==> src/rtl/game_pkg.sv <==
// Game-wide constants, obstacle FSM state type and gap placement helper.
package game_pkg;

    localparam logic [11:0] OBST_W    = 12'd50;
    localparam logic [11:0] GAP       = 12'd150;
    localparam logic [11:0] MIN_TOP   = 12'd50;
    localparam logic [11:0] RST_TOP   = 12'd200;
    localparam logic [15:0] LFSR_SEED = 16'hACE1;

    typedef enum logic [1:0] {
        StIdle,
        StRun,
        StStop
    } state_e;

    // Low byte of the random word places the top obstacle edge in 50..305.
    function automatic logic [11:0] gap_top(input logic [15:0] rnd);
        return MIN_TOP + {4'd0, rnd[7:0]};
    endfunction

endpackage

==> src/rtl/vga_pkg.sv <==
// Display geometry shared by the video timing chain and the game logic.
package vga_pkg;

    localparam logic [11:0] HOR_PIXELS = 12'd800;
    localparam logic [11:0] VER_PIXELS = 12'd600;

endpackage

==> src/rtl/obstacle_ctl_if.sv <==
// Frame/game control inputs and obstacle geometry outputs of obstacle_ctl.
interface obstacle_ctl_if;

    logic        vblnk;
    logic        start;
    logic        collision;
    logic [11:0] obstacle_xpos_1;
    logic [11:0] obstacle_ypos_1;
    logic [11:0] obstacle_ypos_2;
    logic        running;
    logic        passed;

    modport master (
        output vblnk, start, collision,
        input  obstacle_xpos_1, obstacle_ypos_1, obstacle_ypos_2, running, passed
    );

    modport slave (
        input  vblnk, start, collision,
        output obstacle_xpos_1, obstacle_ypos_1, obstacle_ypos_2, running, passed
    );

endinterface

==> src/rtl/lfsr16.sv <==
// Free-running 16-bit Fibonacci LFSR, taps 16,14,13,11.
module lfsr16
    import game_pkg::*;
(
    input  logic        clk,
    input  logic        rst,
    output logic [15:0] q
);

    logic fb;

    assign fb = q[15] ^ q[13] ^ q[12] ^ q[10];

    always_ff @(posedge clk) begin
        if (rst) begin
            q <= LFSR_SEED;
        end else begin
            q <= {q[14:0], fb};
        end
    end

endmodule

==> src/rtl/obstacle_ctl.sv <==
// Scrolling obstacle controller: IDLE/RUN/STOP game FSM, one move per vblnk rising edge.
// Optional OBSTACLE_SPEEDUP_EN: step grows by 1 every 8 passes, saturating at 6.
module obstacle_ctl
    import game_pkg::*;
    import vga_pkg::*;
#(
    parameter int unsigned SPEED  = 2,
    parameter int unsigned BIRD_X = 200
) (
    input logic           clk,
    input logic           rst,
    obstacle_ctl_if.slave bus
);

    localparam logic [11:0] BIRD_COL = 12'(BIRD_X);
    localparam logic [11:0] TAIL     = OBST_W - 12'd1;

    state_e      state;
    logic        vblnk_q;
    logic [11:0] x_q;
    logic [11:0] y1_q;
    logic [11:0] y2_q;
    logic        running_q;
    logic        passed_q;
    logic [15:0] rnd;
    logic [11:0] step;
    logic [11:0] x_next;
    logic        tick;
    logic        crossed;

    lfsr16 u_lfsr (
        .clk (clk),
        .rst (rst),
        .q   (rnd)
    );

`ifdef OBSTACLE_SPEEDUP_EN
    logic [2:0] speed_q;
    logic [2:0] pass_cnt_q;
    assign step = {9'd0, speed_q};
`else
    assign step = 12'(SPEED);
`endif

    assign tick    = bus.vblnk & ~vblnk_q;
    assign x_next  = x_q - step;
    // Pass = right edge of the obstacle moves from at/after the bird column to before it.
    assign crossed = (x_q + TAIL >= BIRD_COL) && (x_next + TAIL < BIRD_COL);

    always_ff @(posedge clk) begin
        if (rst) begin
            state     <= StIdle;
            vblnk_q   <= 1'b0;
            x_q       <= HOR_PIXELS;
            y1_q      <= RST_TOP;
            y2_q      <= RST_TOP + GAP;
            running_q <= 1'b0;
            passed_q  <= 1'b0;
`ifdef OBSTACLE_SPEEDUP_EN
            speed_q    <= 3'(SPEED);
            pass_cnt_q <= 3'd0;
`endif
        end else begin
            vblnk_q  <= bus.vblnk;
            passed_q <= 1'b0;
            case (state)
                StIdle, StStop: begin
                    if (bus.start) begin
                        state     <= StRun;
                        running_q <= 1'b1;
                        x_q       <= HOR_PIXELS;
                        y1_q      <= gap_top(rnd);
                        y2_q      <= gap_top(rnd) + GAP;
`ifdef OBSTACLE_SPEEDUP_EN
                        speed_q    <= 3'(SPEED);
                        pass_cnt_q <= 3'd0;
`endif
                    end
                end
                StRun: begin
                    // Collision wins over start and over the frame tick.
                    if (bus.collision) begin
                        state     <= StStop;
                        running_q <= 1'b0;
                    end else if (tick) begin
                        if (x_q > step) begin
                            x_q      <= x_next;
                            passed_q <= crossed;
`ifdef OBSTACLE_SPEEDUP_EN
                            if (crossed) begin
                                pass_cnt_q <= pass_cnt_q + 3'd1;
                                if (pass_cnt_q == 3'd7 && speed_q < 3'd6) begin
                                    speed_q <= speed_q + 3'd1;
                                end
                            end
`endif
                        end else begin
                            x_q  <= HOR_PIXELS;
                            y1_q <= gap_top(rnd);
                            y2_q <= gap_top(rnd) + GAP;
                        end
                    end
                end
                default: begin
                    state     <= StIdle;
                    running_q <= 1'b0;
                end
            endcase
        end
    end

    assign bus.obstacle_xpos_1 = x_q;
    assign bus.obstacle_ypos_1 = y1_q;
    assign bus.obstacle_ypos_2 = y2_q;
    assign bus.running         = running_q;
    assign bus.passed          = passed_q;

endmodule
==> src/flat_wrapper.sv <==
// flat-port wrapper written by rule: the top's interface ports become plain ports
module obstacle_ctl_flat import game_pkg::*; import vga_pkg::*;
#(
    parameter int unsigned SPEED  = 2,
    parameter int unsigned BIRD_X = 200
)
  (clk, rst, bus_vblnk, bus_start, bus_collision, bus_obstacle_xpos_1, bus_obstacle_ypos_1, bus_obstacle_ypos_2, bus_running, bus_passed);
  obstacle_ctl_if bus_i ();
  input logic clk;
  input logic rst;
  input wire logic [$bits(bus_i.vblnk)-1:0] bus_vblnk;
  input wire logic [$bits(bus_i.start)-1:0] bus_start;
  input wire logic [$bits(bus_i.collision)-1:0] bus_collision;
  output wire logic [$bits(bus_i.obstacle_xpos_1)-1:0] bus_obstacle_xpos_1;
  output wire logic [$bits(bus_i.obstacle_ypos_1)-1:0] bus_obstacle_ypos_1;
  output wire logic [$bits(bus_i.obstacle_ypos_2)-1:0] bus_obstacle_ypos_2;
  output wire logic [$bits(bus_i.running)-1:0] bus_running;
  output wire logic [$bits(bus_i.passed)-1:0] bus_passed;
  assign bus_i.vblnk = bus_vblnk;
  assign bus_i.start = bus_start;
  assign bus_i.collision = bus_collision;
  assign bus_obstacle_xpos_1 = bus_i.obstacle_xpos_1;
  assign bus_obstacle_ypos_1 = bus_i.obstacle_ypos_1;
  assign bus_obstacle_ypos_2 = bus_i.obstacle_ypos_2;
  assign bus_running = bus_i.running;
  assign bus_passed = bus_i.passed;
  obstacle_ctl #(.SPEED(SPEED), .BIRD_X(BIRD_X)) u_core (.clk(clk), .rst(rst), .bus(bus_i));
endmodule
==> config.mk <==
export PLATFORM = sky130hd
export DESIGN_NAME = obstacle_ctl_flat
export DESIGN_NICKNAME = d
export VERILOG_FILES = /design/src/rtl/game_pkg.sv /design/src/rtl/vga_pkg.sv /design/src/rtl/obstacle_ctl_if.sv /design/src/rtl/lfsr16.sv /design/src/rtl/obstacle_ctl.sv /design/src/flat_wrapper.sv
export SDC_FILE = /design/constraint.sdc
export NUM_CORES = 1
export LEC_CHECK = 0
export CAP_MARGIN = 10
export CORE_UTILIZATION = 48
export DETAILED_ROUTE_END_ITERATION = 8
export PLACE_DENSITY_LB_ADDON = 0.05
export SYNTH_ARGS = -nofsm -noshare
export SYNTH_HDL_FRONTEND = slang
export SYNTH_SLANG_ARGS = --single-unit
==> constraint.sdc <==
create_clock -name clk -period 2.16 [get_ports clk]
set_input_delay 0.54 -clock clk [delete_from_list [all_inputs] [get_ports clk]]
set_output_delay 0.54 -clock clk [all_outputs]
set_load 0.005 [all_outputs]
==> results of run 1 <==
metrics by stage:
step	cells	hold slack, ns	instance area [um^2]	worst slack (ns)	total power [mW]
after detailed placement	422	0.397	3150	-0.0826	1.48
after CTS	430	0.416	3250	0.170	2.06
final	430	0.409	3260	0.171	2.04
after global routing	430	0.430	3260	0.0166	2.16
after global placement	422	0.392	3150	-0.0403	1.48
after floorplan	315	0.389	2600	0.00635	1.30
registers in the layout (all words and copies together), names as in the netlist:
signal / cells
u_core.vblnk_q: 1
u_core.bus.obstacle_xpos_1: 11
u_core.bus.obstacle_ypos_1: 8
u_core.u_lfsr.q: 16
u_core.bus.passed: 1
u_core.bus.obstacle_ypos_2: 10
u_core.state: 2
u_core.bus.running: 1
critical path, cell delays in order (launching register included):
cell and delay [ns]:
dfxtp_1 0.36, ha_1 0.26, and2_1 0.21, o31ai_1 0.35
xnor2_1 0.21, a311oi_1 0.38, o21ai_1 0.11
area by class of cell:
class | count | area, um^2
sequential | 50 | 1000
timing repair buffer | 67 | 618
multi-input combinational | 230 | 1440
fill | 505 | 1880
tap | 70 | 87.6
inverter | 5 | 18.8
clock buffer | 5 | 68.8
clock inverter | 3 | 28.8
cell usage in the layout, fill, tap and decap left out, types with 8 or more instances in the layout:
master	instances
a21oi_1	22
buf_4	29
clkdlybuf4s50_1	36
dfxtp_1	50
nand2_1	36
nand3_1	8
nor2_1	17
nor2b_1	14
nor3_1	11
o21ai_0	12
or2_2	8
xnor2_1	10
xor2_1	8
cells by family after synthesis:
family	synth area share
XOR/XNOR	0.0612
multiplexers	0.00388
AND/OR/NAND/NOR	0.265
buffers and inverters	0.0646
AO/OA/AOI/OAI	0.206
other	0.00145
flip-flops	0.388
adder cells (fa/ha/maj)	0.00971
worst min path at each step:
stage | start | endpoint | cells after the start
floorplan | u_core.u_lfsr.q[9]$_SDFF_PP0_ | u_core.u_lfsr.q[10]$_SDFF_PP1_ | 1
global placement | u_core.u_lfsr.q[14]$_SDFF_PP0_ | u_core.u_lfsr.q[15]$_SDFF_PP1_ | 1
detailed placement | u_core.u_lfsr.q[14]$_SDFF_PP0_ | u_core.u_lfsr.q[15]$_SDFF_PP1_ | 1
CTS | u_core.u_lfsr.q[14]$_SDFF_PP0_ | u_core.u_lfsr.q[15]$_SDFF_PP1_ | 1
global route | u_core.u_lfsr.q[14]$_SDFF_PP0_ | u_core.u_lfsr.q[15]$_SDFF_PP1_ | 1
finish | u_core.u_lfsr.q[14]$_SDFF_PP0_ | u_core.u_lfsr.q[15]$_SDFF_PP1_ | 1
power breakdown:
| group | internal [mW] | switching [mW] | total (mW) |
|---|---|---|---|
| Sequential | 0.986 | 0.0470 | 1.03 |
| Clock | 0.240 | 0.340 | 0.581 |
| Combinational | 0.227 | 0.202 | 0.429 |
| Total | 1.45 | 0.589 | 2.04 |
layer usage:
metal,vias to the layer above,global-route usage,share of wire
met3,8,0.0388,0.046
met5,-,0,0
li1,1182,-,-
met1,1067,0.334,0.52
met2,59,0.298,0.42
met4,0,0.0782,0.014
==> run metrics, run 1 <==
Max-Cap Viols 0; starting DRC count in detailed routing 195; pwr/cell area 627 nW/um^2; largest net degree at the start of global routing 25; critical path startpoint u_core.u_lfsr.q[1]$_SDFF_PP0_; post-DR wirelength/cell 13.4 um; TritonCTS Sinks 50; vias in the first global route 1899; R2R cell count 6; Peak VDD IR 0.000328 V; top post-synthesis cells by area dfxtp_1 (39%), nand2_1 (5.2%), a21oi_1 (4.3%), nor2b_1 (3.4%), xnor2_1 (3.4%); Cell variety after synth 57; post-cts resize count 0; Pre-antenna DRT Iters 4; R2R Path End u_core.bus.obstacle_ypos_2[8]$_SDFFE_PP1P_; IO Port Bufs 36; routability cong. 0.883; hold buffers post-CTS 0; fin nets 366; post-synth top area share 0.388; register bit total from synthesis 50; Via Count 2316; CTS tree done; most frequent cells after synthesis dfxtp_1 (50), nand2_1 (36), a21oi_1 (22), clkbuf_1 (19), nor2_1 (17); I/O pin count 43; Die W 75.3 um; initial antenna violation count 0; Post-synth EDFFs 0; Startpoint Class register; # setup viols final 0; worst reg2reg path startpoint u_core.u_lfsr.q[1]$_SDFF_PP0_; Slew Limit Fails 0; Setup Skew 0.00855 ns; Ant. Diodes 0; Hold/Removal Path Class register to register; Max H-tree Level 2; R2R Setup Slk 0.17 ns; HPWL after detailed placement 4.19 mm; number of failing hold endpoints at the final stage 0; crit path capture u_core.bus.obstacle_ypos_2[8]$_SDFFE_PP1P_; status finished clean; Clock Latency Late Sink 0.31 ns; Pleak 1.24 nW; dominant register cell in the synthesized netlist dfxtp_1; Final min period 1.99 ns; critical path class register to register; CP Capture Type register; Async S/R FF share, synth 0; GRT Util Overall 0.217; post-synthesis sequential area ratio 0.388; post-route ant nets 0; post-CTS setup buffer count 0; Cell Rows 26; CTS Buf Count 5; Worst-path clk slew 0.10 ns; Synth Cell Area 2580 um^2; vias per cell 5.39; CTS max path bufs 2; Root Buffer clkbuf_8; Max Fanout on Critical Path 5; Synth warnings 0; Initial Util 0.501; total core area 5140 um^2; Critical Path RT 2.36 ns; Post-route DRC 0; fin util 0.634; Tcrit/Tclk final 0.921; first-pass GRT wire length 9.30 mm; final WL 5.74 mm; layout cell share with drive strength beyond 1 0.156; Syn Inst Count 310; grt total ovfl 0; Mean Syn Cell Area 8.31 um^2; Achievable Freq 503 MHz; Die Footprint 5670 um^2; area leader, netlist dfxtp_1; Data arrival, critical path 2.19 ns; Die Y-Extent 75.3 um; most frequent cell after synthesis dfxtp_1; Layout area overhead 26.4%; Setup TNS 0 ns; RSZ-0062 raised after global routing no
No activity file was read; power rests on OpenSTA's default activity.
==> run 2, diff against run 1 <==
--- a/config.mk
+++ b/config.mk
@@ -6,7 +6,10 @@
 export NUM_CORES = 1
 export LEC_CHECK = 0
 export CAP_MARGIN = 10
-export CORE_UTILIZATION = 48
+export CELL_PAD_IN_SITES_DETAIL_PLACEMENT = 0
+export CELL_PAD_IN_SITES_GLOBAL_PLACEMENT = 1
+export CORE_UTILIZATION = 42
+export CTS_BUF_LIST = sky130_fd_sc_hd__clkbuf_16
 export DETAILED_ROUTE_END_ITERATION = 8
 export PLACE_DENSITY_LB_ADDON = 0.05
 export SYNTH_ARGS = -nofsm -noshare
==> constraint.sdc (replaced) <==
create_clock -name clk -period 2.4 [get_ports clk]
set_input_delay 0.6 -clock clk [delete_from_list [all_inputs] [get_ports clk]]
set_output_delay 0.6 -clock clk [all_outputs]
set_load 0.005 [all_outputs]
==> run 2 against run 1 <==
  * Sequential cell count did not move
  * Global-route usage down 2.0 points
  * Clock power increased by 23%
  * Critical path depth is 1 higher
  * Core utilization decreased by 8.4 points
  * Count of clock-buffer cells in the layout unchanged
  * Hold slack better by 0.0014 ns
  * Final area down 0.15%
  * Die area grew 14%
  * Power fell by 1.2%
  * Register-to-register slack better by 0.08 ns
  * Largest power group unchanged
  * Combinational power down 13%
==> run metrics, run 2 (synthesis gave the netlist of run 1 again) <==
TritonCTS Sinks 50 (unchanged); sw frac 0.269 (was 0.288); Achievable Freq 466 MHz (was 503 MHz); placed cell areas 3100 um^2 (was 3150 um^2); Pleak 1.22 nW (was 1.24 nW); Hold/Removal Path Class register to register (unchanged); largest net degree at the start of global routing 26 (was 25); met3 WL post-DR 165 um (was 265 um); layout cell share with drive strength beyond 1 0.138 (was 0.156); Slew Limit Fails 0 (unchanged); Via Count 2267 (was 2316); Max-Cap Viols 0 (unchanged); critical path class register to register (unchanged); CTS Buf Count 5 (unchanged); routability cong. 0.861 (was 0.883); Ant. Diodes 0 (unchanged); initial antenna violation count 0 (unchanged); Net Sw Power 544 uW (was 589 uW); WHS 0.410 ns (was 0.409 ns); GRT Util Overall 0.197 (was 0.217); Setup Skew 0.00491 ns (was 0.00855 ns); Reg with most FFs u_core.u_lfsr.q (unchanged); post-CTS setup buffer count 0 (unchanged); Critical Path RT 2.57 ns (was 2.36 ns); Cell Rows 28 (was 26); Post-route DRC 0 (unchanged); Seq pwr share 0.463 (was 0.506); total core area 5920 um^2 (was 5140 um^2); Startpoint Class register (unchanged); pwr/cell area 621 nW/um^2 (was 627 nW/um^2); Max H-tree Level 2 (unchanged); Setup TNS 0 ns (unchanged); R2R Path End u_core.bus.obstacle_ypos_2[6]$_SDFFE_PP1P_ (was u_core.bus.obstacle_ypos_2[8]$_SDFFE_PP1P_); grt total ovfl 0 (unchanged); Logic pwr share 0.184 (was 0.210); DR WL met2 2.97 mm (was 2.39 mm); Crit path largest cell delay 0.48 ns (was 0.38 ns); vias in the first global route 2100 (was 1899); fin nets 360 (was 366); Final min period 2.15 ns (was 1.99 ns); most common cell after layout, fill and taps aside dfxtp_1 (unchanged); Initial Util 0.435 (was 0.501); met1 WL 2.76 mm (was 3.00 mm); starting DRC count in detailed routing 81 (was 195); Int Power 1.47 mW (was 1.45 mW); HPWL after detailed placement 4.35 mm (was 4.19 mm); I/O pin count 43 (unchanged); critical path startpoint u_core.u_lfsr.q[2]$_SDFF_PP0_ (was u_core.u_lfsr.q[1]$_SDFF_PP0_); vias per cell 5.28 (was 5.39); Peak VDD IR 0.000388 V (was 0.000328 V); Slew HR 0.669; worst reg2reg path startpoint u_core.u_lfsr.q[2]$_SDFF_PP0_ (was u_core.u_lfsr.q[1]$_SDFF_PP0_); status finished clean (unchanged); Data arrival, critical path 2.31 ns (was 2.19 ns); Die W 80.3 um (was 75.3 um); max reg flops 16 (unchanged); most frequent cells in the layout dfxtp_1 (50), nand2_1 (36), clkdlybuf4s50_1 (36) (unchanged); hold buffers post-CTS 0 (unchanged); number of failing hold endpoints at the final stage 0 (unchanged); top layer in use met4 (unchanged); Root Buffer clkbuf_16 (was clkbuf_8); R2R Setup Slk 0.25 ns (was 0.17 ns); Die Y-Extent 80.3 um (was 75.3 um); Die Footprint 6450 um^2 (was 5670 um^2); Tcrit/Tclk final 0.894 (was 0.921); RSZ-0062 raised after global routing no (unchanged); R2R cell count 7 (was 6); fill count 579 (was 505); CP Capture Type register (unchanged); final WL 5.94 mm (was 5.74 mm); Slowest cell on crit path dfxtp_1 (was a311oi_1); slew of the pin with the lowest slew margin 0.493 ns; Worst-path clk slew 0.07 ns (was 0.10 ns); # setup viols final 0 (unchanged); Critical Path, Cell by Cell ha_1, a21boi_0, buf_4, nand3_1, o211a_1, and3_1, o41a_1 (was ha_1, and2_1, o31ai_1, xnor2_1, a311oi_1, o21ai_1); post-route ant nets 0 (unchanged); CTS tree done (unchanged); post-cts resize count 0 (unchanged); crit path capture u_core.bus.obstacle_ypos_2[6]$_SDFFE_PP1P_ (was u_core.bus.obstacle_ypos_2[8]$_SDFFE_PP1P_); Pre-antenna DRT Iters 4 (unchanged); Clk network pwr share 0.353 (was 0.284); IO Port Bufs 36 (unchanged); Layout area overhead 26.2% (was 26.4%); Clock Latency Late Sink 0.29 ns (was 0.31 ns); CTS max path bufs 2 (unchanged); Max Fanout on Critical Path 9 (was 5); final non-filler cell area 3250 um^2 (was 3260 um^2); first-pass GRT wire length 9.83 mm (was 9.30 mm); post-DR wirelength/cell 13.8 um (was 13.4 um)
[run 2: worst min-delay path by stage]
stage                                   start  depth (start not counted)                              to
6_report       u_core.u_lfsr.q[14]$_SDFF_PP0_                          1  u_core.u_lfsr.q[15]$_SDFF_PP1_
5_1_grt        u_core.u_lfsr.q[14]$_SDFF_PP0_                          1  u_core.u_lfsr.q[15]$_SDFF_PP1_
4_1_cts        u_core.u_lfsr.q[14]$_SDFF_PP0_                          1  u_core.u_lfsr.q[15]$_SDFF_PP1_
3_5_place_dp   u_core.u_lfsr.q[14]$_SDFF_PP0_                          1  u_core.u_lfsr.q[15]$_SDFF_PP1_
3_3_place_gp    u_core.u_lfsr.q[9]$_SDFF_PP0_                          1  u_core.u_lfsr.q[10]$_SDFF_PP1_
2_1_floorplan   u_core.u_lfsr.q[9]$_SDFF_PP0_                          1  u_core.u_lfsr.q[10]$_SDFF_PP1_
[run 2: area by class of cell]
type,count,area (um^2),share of cell area
Timing Repair Buffer,61,561,0.172
Multi-Input combinational cell,230,1430,0.439
Clock buffer,5,125,0.0385
Tap cell,75,93.8,0.0288
Sequential cell,50,1000,0.308
Clock inverter,3,25.0,0.00769
Inverter,5,18.8,0.00577
[run 2: per-layer routing]
metal / GRT usage / up-vias
li1: - / 1169
met2: 0.350 / 33
met5: 0 / -
met3: 0.0432 / 6
met4: 0.0571 / 0
met1: 0.236 / 1059
[run 2: power by group through the flow]
stage / sequential [mW] / clock (mW) / combinational [mW]
2_1_floorplan: 0.938 / 0 / 0.233
3_3_place_gp: 0.953 / 0 / 0.373
3_5_place_dp: 0.953 / 0 / 0.374
4_1_cts: 0.935 / 0.730 / 0.377
5_1_grt: 0.943 / 0.764 / 0.412
6_report: 0.934 / 0.713 / 0.372
[run 2: stage by stage]
step           setup slack, ns  utilization  cells  total power, mW
4_1_cts                  0.263        0.549    429             2.04
2_1_floorplan            0.246            -    315             1.17
6_report                 0.253        0.549    429             2.02
3_5_place_dp            0.0952        0.524    421             1.33
5_1_grt                 0.0494        0.549    429             2.12
3_3_place_gp             0.105        0.524    421             1.33
[run 2: critical path, delay by kind of cell, from the launching register on]
family	cells	cell delay [ns]
flops	1	0.48
fa+ha+maj	1	0.36
compound gates	3	0.77
buf+inv	1	0.16
simple gates	2	0.26
==> run 3, diff against run 2 <==
--- a/config.mk
+++ b/config.mk
@@ -12,6 +12,7 @@
 export CTS_BUF_LIST = sky130_fd_sc_hd__clkbuf_16
 export DETAILED_ROUTE_END_ITERATION = 8
 export PLACE_DENSITY_LB_ADDON = 0.05
+export SETUP_SLACK_MARGIN = 0.5
 export SYNTH_ARGS = -nofsm -noshare
 export SYNTH_HDL_FRONTEND = slang
 export SYNTH_SLANG_ARGS = --single-unit
==> run 3 against run 2 <==
  * First-iteration DRC count unchanged
  * Sequential share of layout area shrank 3.3 points
  * Clock power is 14% higher
  * Clock skew about the same
  * Core utilization up 7.8 points
  * Global-route usage grew 0.91 points
  * Register-to-register slack better by 0.28 ns
  * Critical path type is now register to output pin
  * Critical endpoint is now bus_obstacle_xpos_1[5]
  * Highest routed layer unchanged
==> run metrics, run 3 (synthesis gave the netlist of run 1 again) <==
CTS Buf Count 5 (unchanged); Max-Cap Viols 0 (unchanged); Post-route DRC 0 (unchanged); Initial Util 0.435 (unchanged); slew of the pin with the lowest slew margin 0.555 ns (was 0.493 ns); initial antenna violation count 0 (unchanged); Int Power 1.62 mW (was 1.47 mW); fin nets 376 (was 360); Logic pwr share 0.198 (was 0.184); Setup TNS 0 ns (unchanged); most frequent cells in the layout dfxtp_1 (42), nand2_1 (36), clkdlybuf4s50_1 (30) (was dfxtp_1 (50), nand2_1 (36), clkdlybuf4s50_1 (36)); Clk network pwr share 0.373 (was 0.353); Die Footprint 6450 um^2 (unchanged); Max H-tree Level 2 (unchanged); Critical Path, Cell by Cell clkdlybuf4s50_1 (was ha_1, a21boi_0, buf_4, nand3_1, o211a_1, and3_1, o41a_1); Startpoint Class register (unchanged); HPWL after detailed placement 4.29 mm (was 4.35 mm); Die W 80.3 um (unchanged); starting DRC count in detailed routing 81 (unchanged); critical path class register to output pin (was register to register); Pre-antenna DRT Iters 4 (unchanged); Slowest cell on crit path clkdlybuf4s50_1 (was dfxtp_1); sw frac 0.258 (was 0.269); grt total ovfl 0 (unchanged); Setup Skew 0.00520 ns (was 0.00491 ns); post-DR wirelength/cell 14.5 um (was 13.8 um); layout cell share with drive strength beyond 1 0.262 (was 0.138); Cell Rows 28 (unchanged); Die Y-Extent 80.3 um (unchanged); Worst-path clk slew 0.07 ns (about the same); I/O pin count 43 (unchanged); Data arrival, critical path 1.30 ns (was 2.31 ns); Pleak 1.47 nW (was 1.22 nW); hold buffers post-CTS 0 (unchanged); most common cell after layout, fill and taps aside dfxtp_1 (unchanged); RSZ-0062 raised after global routing yes (was no); Clock Latency Late Sink 0.29 ns (about the same); Worst Hold Launch u_core.u_lfsr.q[14]$_SDFF_PP0_ (unchanged); Critical Path RT 1.80 ns (was 2.57 ns); number of failing hold endpoints at the final stage 0 (unchanged); CP Capture Type output pin (was register); post-route ant nets 0 (unchanged); critical path startpoint u_core.bus.obstacle_xpos_1[5]$_SDFFE_PP1P_ (was u_core.u_lfsr.q[2]$_SDFF_PP0_); CP delay by family, top buffers and inverters (was compound AO/OA/AOI/OAI gates); Hold/Removal Path Class register to register (unchanged); Max Fanout on Critical Path 6 (was 9); Root Buffer clkbuf_16 (unchanged); CP bufs+invs 1 (unchanged); # setup viols final 0 (unchanged); vias in the first global route 2163 (was 2100); largest net degree at the start of global routing 21 (was 26); WHS 0.410 ns (about the same); pwr/cell area 588 nW/um^2 (was 621 nW/um^2); IO Port Bufs 36 (unchanged); worst reg2reg path startpoint u_core.bus.obstacle_xpos_1[9]$_SDFFE_PP1P_ (was u_core.u_lfsr.q[2]$_SDFF_PP0_); max reg flops 16 (unchanged); routability cong. 0.856 (was 0.861); Ant. Diodes 0 (unchanged); GRT Util Overall 0.206 (was 0.197); Tcrit/Tclk final 0.791 (was 0.894); status finished clean (unchanged); CTS max path bufs 2 (unchanged); Via Count 2389 (was 2267); first-pass GRT wire length 10.2 mm (was 9.83 mm); vias per cell 5.37 (was 5.28); total core area 5920 um^2 (unchanged); Achievable Freq 527 MHz (was 466 MHz); final WL 6.46 mm (was 5.94 mm); CTS tree done (unchanged); Crit path largest cell delay 0.55 ns (was 0.48 ns); Final min period 1.90 ns (was 2.15 ns); TritonCTS Sinks 50 (unchanged); Peak VDD IR 0.000439 V (was 0.000388 V); Net Sw Power 565 uW (was 544 uW); Slew HR 0.630 (was 0.669); Slew Limit Fails 0 (unchanged); Seq pwr share 0.429 (was 0.463); Reg with most FFs u_core.u_lfsr.q (unchanged); Layout area overhead 44.1% (was 26.2%)
## run 3: cell types whose count changed in the layout (fill, tap and decap cells not counted), sizes merged
cell,change
dlymetal6s2s,+6
inv,+1
bufinv,+1
clkinvlp,-1
clkinv,-1
buf,+16
clkdlybuf4s50,-6
## run 3: power by group through the flow
stage | clock network [mW] | registers, mW | logic (mW)
floorplan | 0 | 0.938 | 0.236
global placement | 0 | 0.953 | 0.379
detailed placement | 0 | 0.954 | 0.378
CTS | 0.838 | 0.935 | 0.401
global route | 0.865 | 0.947 | 0.474
finish | 0.815 | 0.938 | 0.432
## run 3: what timing repair did
action	4_1_cts	5_1_grt
setup buffers	7	6
hold endpoints to repair	0	0
gates cloned	1	0
pin swaps	8	6
gates resized for setup	27	45
endpoints found under the setup margin	23	34
## run 3: area by class of cell
class                   count  area (um^2)
repair buffers             77          772
multi-input cells         230         1640
clock buffers               5          125
inverters                   5         18.8
well taps                  75         93.8
fillers                   521         2210
flip-flops and latches     50         1020
clock inverters             3         47.5
## run 3: worst register-to-register path, delay by kind of cell, from the launching register on
kind,cells,cell delay [ns]
simple gates,3,0.84
flops,1,0.33
compound gates,2,0.33
buf+inv,2,0.31
## run 3: path summary, 6_finish.rpt
check        slack [ns]  cells after the start                                    endpoint
min                0.41                      1              u_core.u_lfsr.q[15]$_SDFF_PP1_
min reg2reg        0.41                      1              u_core.u_lfsr.q[15]$_SDFF_PP1_
max reg2reg        0.53                      7  u_core.bus.obstacle_ypos_2[6]$_SDFFE_PP1P_
max                0.50                      1                      bus_obstacle_xpos_1[5]
## run 3: through the flow
| stage | instances | utilization | instance area (um^2) | total power, mW | setup WS [ns] |
|---|---|---|---|---|---|
| 2_1_floorplan | 315 | - | 2630 | 1.17 | 0.498 |
| 3_3_place_gp | 423 | 0.529 | 3130 | 1.33 | 0.0327 |
| 3_5_place_dp | 423 | 0.529 | 3130 | 1.33 | 0.0181 |
| 4_1_cts | 439 | 0.584 | 3460 | 2.17 | 0.443 |
| 5_1_grt | 445 | 0.627 | 3710 | 2.29 | 0.456 |
| 6_report | 445 | 0.627 | 3710 | 2.19 | 0.502 |
## run 3: per-layer routing
metal  vias up  GRT usage  wire [um]
met1      1131      0.253       2880
met4         0     0.0804        180
met3        16     0.0352        149
met5         -          0          0
met2        38      0.357       3240
li1       1204          -          -
